File: src/rtl/muldiv_pkg.sv
// Shared decode constants, FSM state type and helpers
// for the iterative multiply/divide unit.
package muldiv_pkg;

  localparam logic [5:0] OPC_RTYPE = 6'b000000;

  localparam logic [5:0] FN_MFHI  = 6'b010000;
  localparam logic [5:0] FN_MTHI  = 6'b010001;
  localparam logic [5:0] FN_MFLO  = 6'b010010;
  localparam logic [5:0] FN_MTLO  = 6'b010011;
  localparam logic [5:0] FN_MULT  = 6'b011000;
  localparam logic [5:0] FN_MULTU = 6'b011001;
  localparam logic [5:0] FN_DIV   = 6'b011010;
  localparam logic [5:0] FN_DIVU  = 6'b011011;

  typedef enum logic [1:0] {
    IDLE,
    MUL,
    DIV,
    FIX
  } state_e;

  function automatic logic is_start(input logic [5:0] f);
    return (f == FN_MULT) || (f == FN_MULTU) ||
           (f == FN_DIV)  || (f == FN_DIVU);
  endfunction

  function automatic logic is_hilo(input logic [5:0] f);
    return (f == FN_MFHI) || (f == FN_MTHI) ||
           (f == FN_MFLO) || (f == FN_MTLO);
  endfunction

  function automatic logic is_signed_op(input logic [5:0] f);
    return (f == FN_MULT) || (f == FN_DIV);
  endfunction

  function automatic logic is_div_op(input logic [5:0] f);
    return (f == FN_DIV) || (f == FN_DIVU);
  endfunction

endpackage

File: src/rtl/muldiv_if.sv
// EX-stage bundle between pipeline and muldiv_unit.
// master drives i_* (pipeline), slave drives o_* (unit).
interface muldiv_if #(
  parameter int DATA_W = 32
);
  logic              i_valid;
  logic              i_flush;
  logic [5:0]        i_opcode;
  logic [5:0]        i_funct;
  logic [DATA_W-1:0] i_rs_data;
  logic [DATA_W-1:0] i_rt_data;
  logic              o_stall;
  logic              o_busy;
  logic [DATA_W-1:0] o_result;
  logic              o_done;
  logic              o_div_by_zero;
  logic [DATA_W-1:0] o_hi;
  logic [DATA_W-1:0] o_lo;

  modport master (
    output i_valid, i_flush, i_opcode, i_funct,
    output i_rs_data, i_rt_data,
    input  o_stall, o_busy, o_result, o_done,
    input  o_div_by_zero, o_hi, o_lo
  );

  modport slave (
    input  i_valid, i_flush, i_opcode, i_funct,
    input  i_rs_data, i_rt_data,
    output o_stall, o_busy, o_result, o_done,
    output o_div_by_zero, o_hi, o_lo
  );
endinterface

File: src/rtl/muldiv_core.sv
// One iteration step: shift-add multiply or restoring divide.
// Ports: is_div_i selects step, acc_i/opb_i in, acc_o next acc.
module muldiv_core #(
  parameter int DATA_W = 32
) (
  input  logic                  is_div_i,
  input  logic [2*DATA_W-1:0]   acc_i,
  input  logic [DATA_W-1:0]     opb_i,
  output logic [2*DATA_W-1:0]   acc_o
);

  logic [DATA_W:0] mul_sum;
  logic [DATA_W:0] div_shift;
  logic [DATA_W:0] div_trial;

  // mul: acc = {partial, multiplier}; add on LSB, shift right.
  // div: acc = {remainder, dividend/quotient}; shift left, trial sub.
  always_comb begin
    mul_sum   = {1'b0, acc_i[2*DATA_W-1:DATA_W]}
              + (acc_i[0] ? {1'b0, opb_i} : '0);
    div_shift = acc_i[2*DATA_W-1:DATA_W-1];
    div_trial = div_shift - {1'b0, opb_i};
    acc_o     = {mul_sum, acc_i[DATA_W-1:1]};
    if (is_div_i) begin
      if (!div_trial[DATA_W]) begin
        acc_o = {div_trial[DATA_W-1:0],
                 acc_i[DATA_W-2:0], 1'b1};
      end else begin
        acc_o = {div_shift[DATA_W-1:0],
                 acc_i[DATA_W-2:0], 1'b0};
      end
    end
  end

endmodule

File: src/rtl/muldiv_unit.sv
// Multi-cycle MULT/DIV unit with private HI/LO, EX-stage side car.
// Ports: i_clk, i_rst (async high), bus (muldiv_if.slave).
module muldiv_unit
  import muldiv_pkg::*;
#(
  parameter int DATA_W = 32
) (
  input  logic     i_clk,
  input  logic     i_rst,
  muldiv_if.slave  bus
);

  localparam int CNT_W = $clog2(DATA_W);

  state_e              state_q, state_d;
  logic [CNT_W-1:0]    cnt_q;
  logic [2*DATA_W-1:0] acc_q;
  logic [2*DATA_W-1:0] acc_step;
  logic [DATA_W-1:0]   opb_q;
  logic [DATA_W-1:0]   hi_q, lo_q;
  logic                div_q, neg_q, neg_rem_q, dz_q;
  logic                done_q, dz_out_q;

  logic                decoded, accept, start, op_signed, op_div;
  logic [DATA_W-1:0]   rs_mag, rt_mag;
  logic [2*DATA_W-1:0] prod_fix;
  logic [DATA_W-1:0]   quo_fix, rem_fix, fix_hi, fix_lo;

  assign decoded = bus.i_valid
                && (bus.i_opcode == OPC_RTYPE)
                && (is_start(bus.i_funct) || is_hilo(bus.i_funct));
  assign accept  = decoded && !bus.i_flush && (state_q == IDLE);
  assign start   = accept && is_start(bus.i_funct);

  assign op_signed = is_signed_op(bus.i_funct);
  assign op_div    = is_div_op(bus.i_funct);

  assign rs_mag = (op_signed && bus.i_rs_data[DATA_W-1])
                ? -bus.i_rs_data : bus.i_rs_data;
  assign rt_mag = (op_signed && bus.i_rt_data[DATA_W-1])
                ? -bus.i_rt_data : bus.i_rt_data;

  muldiv_core #(
    .DATA_W (DATA_W)
  ) u_core (
    .is_div_i (state_q == DIV),
    .acc_i    (acc_q),
    .opb_i    (opb_q),
    .acc_o    (acc_step)
  );

  always_ff @(posedge i_clk or posedge i_rst) begin
    if (i_rst) state_q <= IDLE;
    else       state_q <= state_d;
  end

  always_comb begin
    state_d = state_q;
    if (bus.i_flush) begin
      state_d = IDLE;
    end else begin
      unique case (state_q)
        IDLE: if (start) state_d = op_div ? DIV : MUL;
        MUL,
        DIV:  if (cnt_q == '0) state_d = FIX;
        FIX:  state_d = IDLE;
        default: state_d = IDLE;
      endcase
    end
  end

  // Sign correction; divide-by-zero forces quotient to all ones,
  // remainder then naturally equals the original dividend.
  always_comb begin
    prod_fix = neg_q ? -acc_q : acc_q;
    quo_fix  = neg_q ? -acc_q[DATA_W-1:0] : acc_q[DATA_W-1:0];
    rem_fix  = neg_rem_q ? -acc_q[2*DATA_W-1:DATA_W]
                         : acc_q[2*DATA_W-1:DATA_W];
    if (div_q) begin
      fix_hi = rem_fix;
      fix_lo = dz_q ? '1 : quo_fix;
    end else begin
      fix_hi = prod_fix[2*DATA_W-1:DATA_W];
      fix_lo = prod_fix[DATA_W-1:0];
    end
  end

  always_ff @(posedge i_clk or posedge i_rst) begin
    if (i_rst) begin
      cnt_q     <= '0;
      acc_q     <= '0;
      opb_q     <= '0;
      hi_q      <= '0;
      lo_q      <= '0;
      div_q     <= 1'b0;
      neg_q     <= 1'b0;
      neg_rem_q <= 1'b0;
      dz_q      <= 1'b0;
      done_q    <= 1'b0;
      dz_out_q  <= 1'b0;
    end else begin
      done_q   <= 1'b0;
      dz_out_q <= 1'b0;
      if (!bus.i_flush) begin
        unique case (state_q)
          IDLE: begin
            if (start) begin
              div_q     <= op_div;
              acc_q     <= {{DATA_W{1'b0}},
                            op_div ? rs_mag : rt_mag};
              opb_q     <= op_div ? rt_mag : rs_mag;
              neg_q     <= op_signed && (bus.i_rs_data[DATA_W-1]
                                       ^ bus.i_rt_data[DATA_W-1]);
              neg_rem_q <= op_signed && bus.i_rs_data[DATA_W-1];
              dz_q      <= (bus.i_rt_data == '0);
              cnt_q     <= CNT_W'(DATA_W - 1);
            end
            if (accept && (bus.i_funct == FN_MTHI))
              hi_q <= bus.i_rs_data;
            if (accept && (bus.i_funct == FN_MTLO))
              lo_q <= bus.i_rs_data;
          end
          MUL,
          DIV: begin
            acc_q <= acc_step;
            if (cnt_q != '0) cnt_q <= cnt_q - CNT_W'(1);
          end
          FIX: begin
            hi_q     <= fix_hi;
            lo_q     <= fix_lo;
            done_q   <= 1'b1;
            dz_out_q <= div_q && dz_q;
          end
          default: ;
        endcase
      end
    end
  end

  always_comb begin
    bus.o_result = '0;
    if (bus.i_valid && (bus.i_opcode == OPC_RTYPE)) begin
      if (bus.i_funct == FN_MFHI) bus.o_result = hi_q;
      if (bus.i_funct == FN_MFLO) bus.o_result = lo_q;
    end
  end

  assign bus.o_stall       = decoded && (state_q != IDLE);
  assign bus.o_busy        = (state_q != IDLE);
  assign bus.o_done        = done_q;
  assign bus.o_div_by_zero = dz_out_q;
  assign bus.o_hi          = hi_q;
  assign bus.o_lo          = lo_q;

endmodule

File: src/flat_wrapper.sv
// flat-port wrapper written by rule: the top's interface ports become plain ports
module muldiv_unit_flat import muldiv_pkg::*;
#(
  parameter int DATA_W = 32
)
  (i_clk, i_rst, bus_i_valid, bus_i_flush, bus_i_opcode, bus_i_funct, bus_i_rs_data, bus_i_rt_data, bus_o_stall, bus_o_busy, bus_o_result, bus_o_done, bus_o_div_by_zero, bus_o_hi, bus_o_lo);
  muldiv_if #(.DATA_W(DATA_W)) bus_i ();
  input  logic i_clk;
  input  logic i_rst;
  input wire logic [$bits(bus_i.i_valid)-1:0] bus_i_valid;
  input wire logic [$bits(bus_i.i_flush)-1:0] bus_i_flush;
  input wire logic [$bits(bus_i.i_opcode)-1:0] bus_i_opcode;
  input wire logic [$bits(bus_i.i_funct)-1:0] bus_i_funct;
  input wire logic [$bits(bus_i.i_rs_data)-1:0] bus_i_rs_data;
  input wire logic [$bits(bus_i.i_rt_data)-1:0] bus_i_rt_data;
  output wire logic [$bits(bus_i.o_stall)-1:0] bus_o_stall;
  output wire logic [$bits(bus_i.o_busy)-1:0] bus_o_busy;
  output wire logic [$bits(bus_i.o_result)-1:0] bus_o_result;
  output wire logic [$bits(bus_i.o_done)-1:0] bus_o_done;
  output wire logic [$bits(bus_i.o_div_by_zero)-1:0] bus_o_div_by_zero;
  output wire logic [$bits(bus_i.o_hi)-1:0] bus_o_hi;
  output wire logic [$bits(bus_i.o_lo)-1:0] bus_o_lo;
  assign bus_i.i_valid = bus_i_valid;
  assign bus_i.i_flush = bus_i_flush;
  assign bus_i.i_opcode = bus_i_opcode;
  assign bus_i.i_funct = bus_i_funct;
  assign bus_i.i_rs_data = bus_i_rs_data;
  assign bus_i.i_rt_data = bus_i_rt_data;
  assign bus_o_stall = bus_i.o_stall;
  assign bus_o_busy = bus_i.o_busy;
  assign bus_o_result = bus_i.o_result;
  assign bus_o_done = bus_i.o_done;
  assign bus_o_div_by_zero = bus_i.o_div_by_zero;
  assign bus_o_hi = bus_i.o_hi;
  assign bus_o_lo = bus_i.o_lo;
  muldiv_unit #(.DATA_W(DATA_W)) u_core (.i_clk(i_clk), .i_rst(i_rst), .bus(bus_i));
endmodule
File: config.mk
export PLATFORM = sky130hd
export DESIGN_NAME = muldiv_unit_flat
export DESIGN_NICKNAME = d
export VERILOG_FILES = /design/src/rtl/muldiv_pkg.sv /design/src/rtl/muldiv_if.sv /design/src/rtl/muldiv_core.sv /design/src/rtl/muldiv_unit.sv /design/src/flat_wrapper.sv
export SDC_FILE = /design/constraint.sdc
export NUM_CORES = 1
export LEC_CHECK = 0
export CORE_MARGIN = 1
export CORE_UTILIZATION = 55
export DETAILED_ROUTE_END_ITERATION = 8
export HOLD_SLACK_MARGIN = 0.06
export PLACE_DENSITY = 0.82
export SLEW_MARGIN = 20
export SYNTH_ARGS = -nofsm -noshare
export SYNTH_HDL_FRONTEND = slang
export SYNTH_SLANG_ARGS = --single-unit
export TNS_END_PERCENT = 50
File: constraint.sdc
create_clock -name i_clk -period 7.6 [get_ports i_clk]
set_input_delay 1.52 -clock i_clk [delete_from_list [all_inputs] [get_ports i_clk]]
set_output_delay 1.52 -clock i_clk [all_outputs]
set_load 0.005 [all_outputs]
==> metrics.yaml <==
drc: 0
netlist_instances: 2004
max_slew.worst_pin.slew_ns: 1.08
cpMaxStageDelayCell: "or3_1"
synth_cell_type_count: 79
nets: 2258
outcome: "complete, no violations"
cts_resized: 0
syn_to_final_growth_pct: 16.9
synth_seq_cells: 173
critPathMaxStageDelay_ns: 0.78
wl_mm: 53.3
setup_viol: 0
cellPowerDensity_nw_per_um2: 330
cts_setup_buffers: 0
syn_nets: 2161
timing.fmax_mhz: 158
required_ns: 6.08
fill_cells: 2420
synth_most_common_cell: "nor2_1"
io_buffers: 179
layout-drive-gt1-share_pct: 4.87
cts_root_buf: "clkbuf_16"
vdd_drop_max_mv: 0.219
num_io_pins: 180
insertedDiodeCount: 0
drt_iter0_drc: 1801
clock_sinks: 173
worstPathMaxFanout: 32
cts_made_buffers: 17
clockBufferDepth: 2
yosysTopAreaCell: "dfrtp_1"
htree_num_levels: 4
cp-end-kind: "primary output"
antenna_found_initial: 0
p_total_mw: 5.99
ys_seq_area_share_pct: 27.9
hp-class: "register to register"
multiInputGateArea_um2: 10500
design_area_um2: 18100
detail-route-antenna-nets: 0
hold_buffers: 0
place_hpwl_mm: 40.8
startpoint_type: "input port"
grt_start_max_net_pins: 80
final-hold-violation-count: 0
syn_area_um2: 15500
cp_common_cell: "clkdlybuf4s50_1"
cp_cell_sequence: "clkdlybuf4s50_1 > or4b_1 > nor4_1 > nand2_1 > or3_1 > nor2_1 > clkdlybuf4s50_1"
drv_cap: 0
period_needed_ns: 6.31
seq_area_um2: 4330
die_w_um: 170
grt_pass1_wl_mm: 82.4
synth.area.top_cells: "dfrtp_1 28%, o21ai_0 6.5%, xnor2_1 6.5%"
routedWlPerCell_um: 21.4
grt_overflow_total: 0
vias_per_cell: 6.39
global_route.usage.total_pct: 37.0
dieArea_um2: 28900
arrival_ns: 4.79
gp_congestion: 0.977
first_pass_iters: 8
dp_cells: 2460
fin_crit_sh_pct: 83.0
crit_type: "input port to primary output"
fin_worst_skew_ns: 0.0121
core_um2: 27800
dr_total_vias: 15931
yosys_warnings: 0
synth_top_area_share_pct: 27.9
clkTransAtPathRegs_ns: 0.07
synth_flop_cell: "dfrtp_1"
fin_tns_setup_ns: 0
cts_tree: "yes"
fp.dieH_um: 170
num_rows: 61
grt_pass1_vias: 14370
synth-async-reset-ratio_pct: 100
start_util_pct: 55.9
clk_latency_ns: 0.45
placed_area_um2: 17500
slew-limit-headroom_pct: 28.1
avgSynthCellArea_um2: 7.74
drv_slew: 0
yosys-top-cells-count: "235 x nor2_1, 202 x o21ai_0, 200 x nand2_1, 186 x a21oi_1, 173 x dfrtp_1"
rsz0062_at_grt: "no"
synth_edf_count: 0
leakagePower_nw: 7.62
instances_no_fill: 2492
## path summary, 6_finish.rpt
| check | start | to | slack [ns] | cells after the start |
|---|---|---|---|---|
| setup / recovery | bus_i_opcode[2] | bus_o_result[28] | 1.29 | 7 |
| hold / removal | u_core.opb_q[2] | u_core.opb_q[2] | 0.49 | 2 |
| setup reg to reg | u_core.acc_q[31] | u_core.acc_q[40] | 3.30 | 14 |
| hold reg to reg | u_core.opb_q[2] | u_core.opb_q[2] | 0.49 | 2 |
| max in group asynchronous | i_rst | u_core.opb_q[9] | 4.85 | 3 |
| min in group asynchronous | i_rst | u_core.bus.o_done | 1.52 | 2 |
## critical path: cells and delay by family
| family | cells | cell delay, ns |
|---|---|---|
| and+or+nand+nor | 5 | 2.32 |
| buffers and inverters | 2 | 0.92 |
## power by group
part	switching [mW]	internal (mW)
Sequential	0.417	1.19
Combinational	1.88	1.53
Clock	0.418	0.559
## kinds of logic (layout without fill, tap and decap cells)
logic type	Yosys count	count (layout)	share of synthesized area [%]
multiplexers	114	114	7.51
XOR/XNOR	170	170	9.60
adder cells (fa/ha/maj)	77	77	6.31
flip-flops	173	173	27.9
buffers and inverters	184	294	4.52
AO/OA/AOI/OAI	648	648	25.3
AND/OR/NAND/NOR	638	638	18.9
## cell type report
class | count | share of cell area, %
Clock buffer | 18 | 2.37
Clock inverter | 14 | 1.13
Inverter | 64 | 1.35
Multi-Input combinational cell | 1647 | 58.0
Sequential cell | 173 | 23.9
Tap cell | 378 | 2.61
Timing Repair Buffer | 198 | 10.6
## per-stage QoR
stage	util, %	setup slack [ns]	hold slack, ns
after floorplan	-	1.39	0.439
after global placement	63.0	1.44	0.458
after detailed placement	63.0	1.30	0.466
after CTS	65.2	1.31	0.489
after global routing	65.3	0.963	0.509
final	65.3	1.29	0.488
## flip-flops by register name, indices dropped and copies added, names as in the netlist
signal	cells
u_core.opb_q	32
u_core.neg_q	1
u_core.state_q	2
u_core.neg_rem_q	1
u_core.bus.o_div_by_zero	1
u_core.bus.o_lo	32
u_core.cnt_q	5
u_core.dz_q	1
u_core.bus.o_done	1
u_core.div_q	1
u_core.acc_q	64
u_core.bus.o_hi	32
## placed cells by master, fill, tap and decap left out, drive strengths merged, types with 12 or more instances in the layout
cell type,netlist,layout
mux2,19,19
a31oi,15,15
o31ai,28,28
mux2i,95,95
nor4,12,12
clkbuf,109,18
o21a,14,14
xor2,55,55
a21o,38,38
o22ai,38,38
inv,63,69
nand2b,23,23
buf,11,20
o21ai,207,207
nand3,22,22
dfrtp,173,173
nor2,235,235
nand2,200,200
a211oi,31,31
clkdlybuf4s50,0,178
or4,16,16
nor2b,15,15
nor3,46,46
ha,75,75
a21oi,186,186
or3,16,16
o41ai,14,14
xnor2,115,115
a22oi,13,13
## layer usage
layer	vias up	GRT usage [%]	wire length, µm
met5	-	0	0
met4	0	11.9	1420
met3	110	6.91	5790
met2	948	58.0	24000
met1	7496	51.2	22200
li1	7377	-	-
Power figures use the tool's default switching activity.
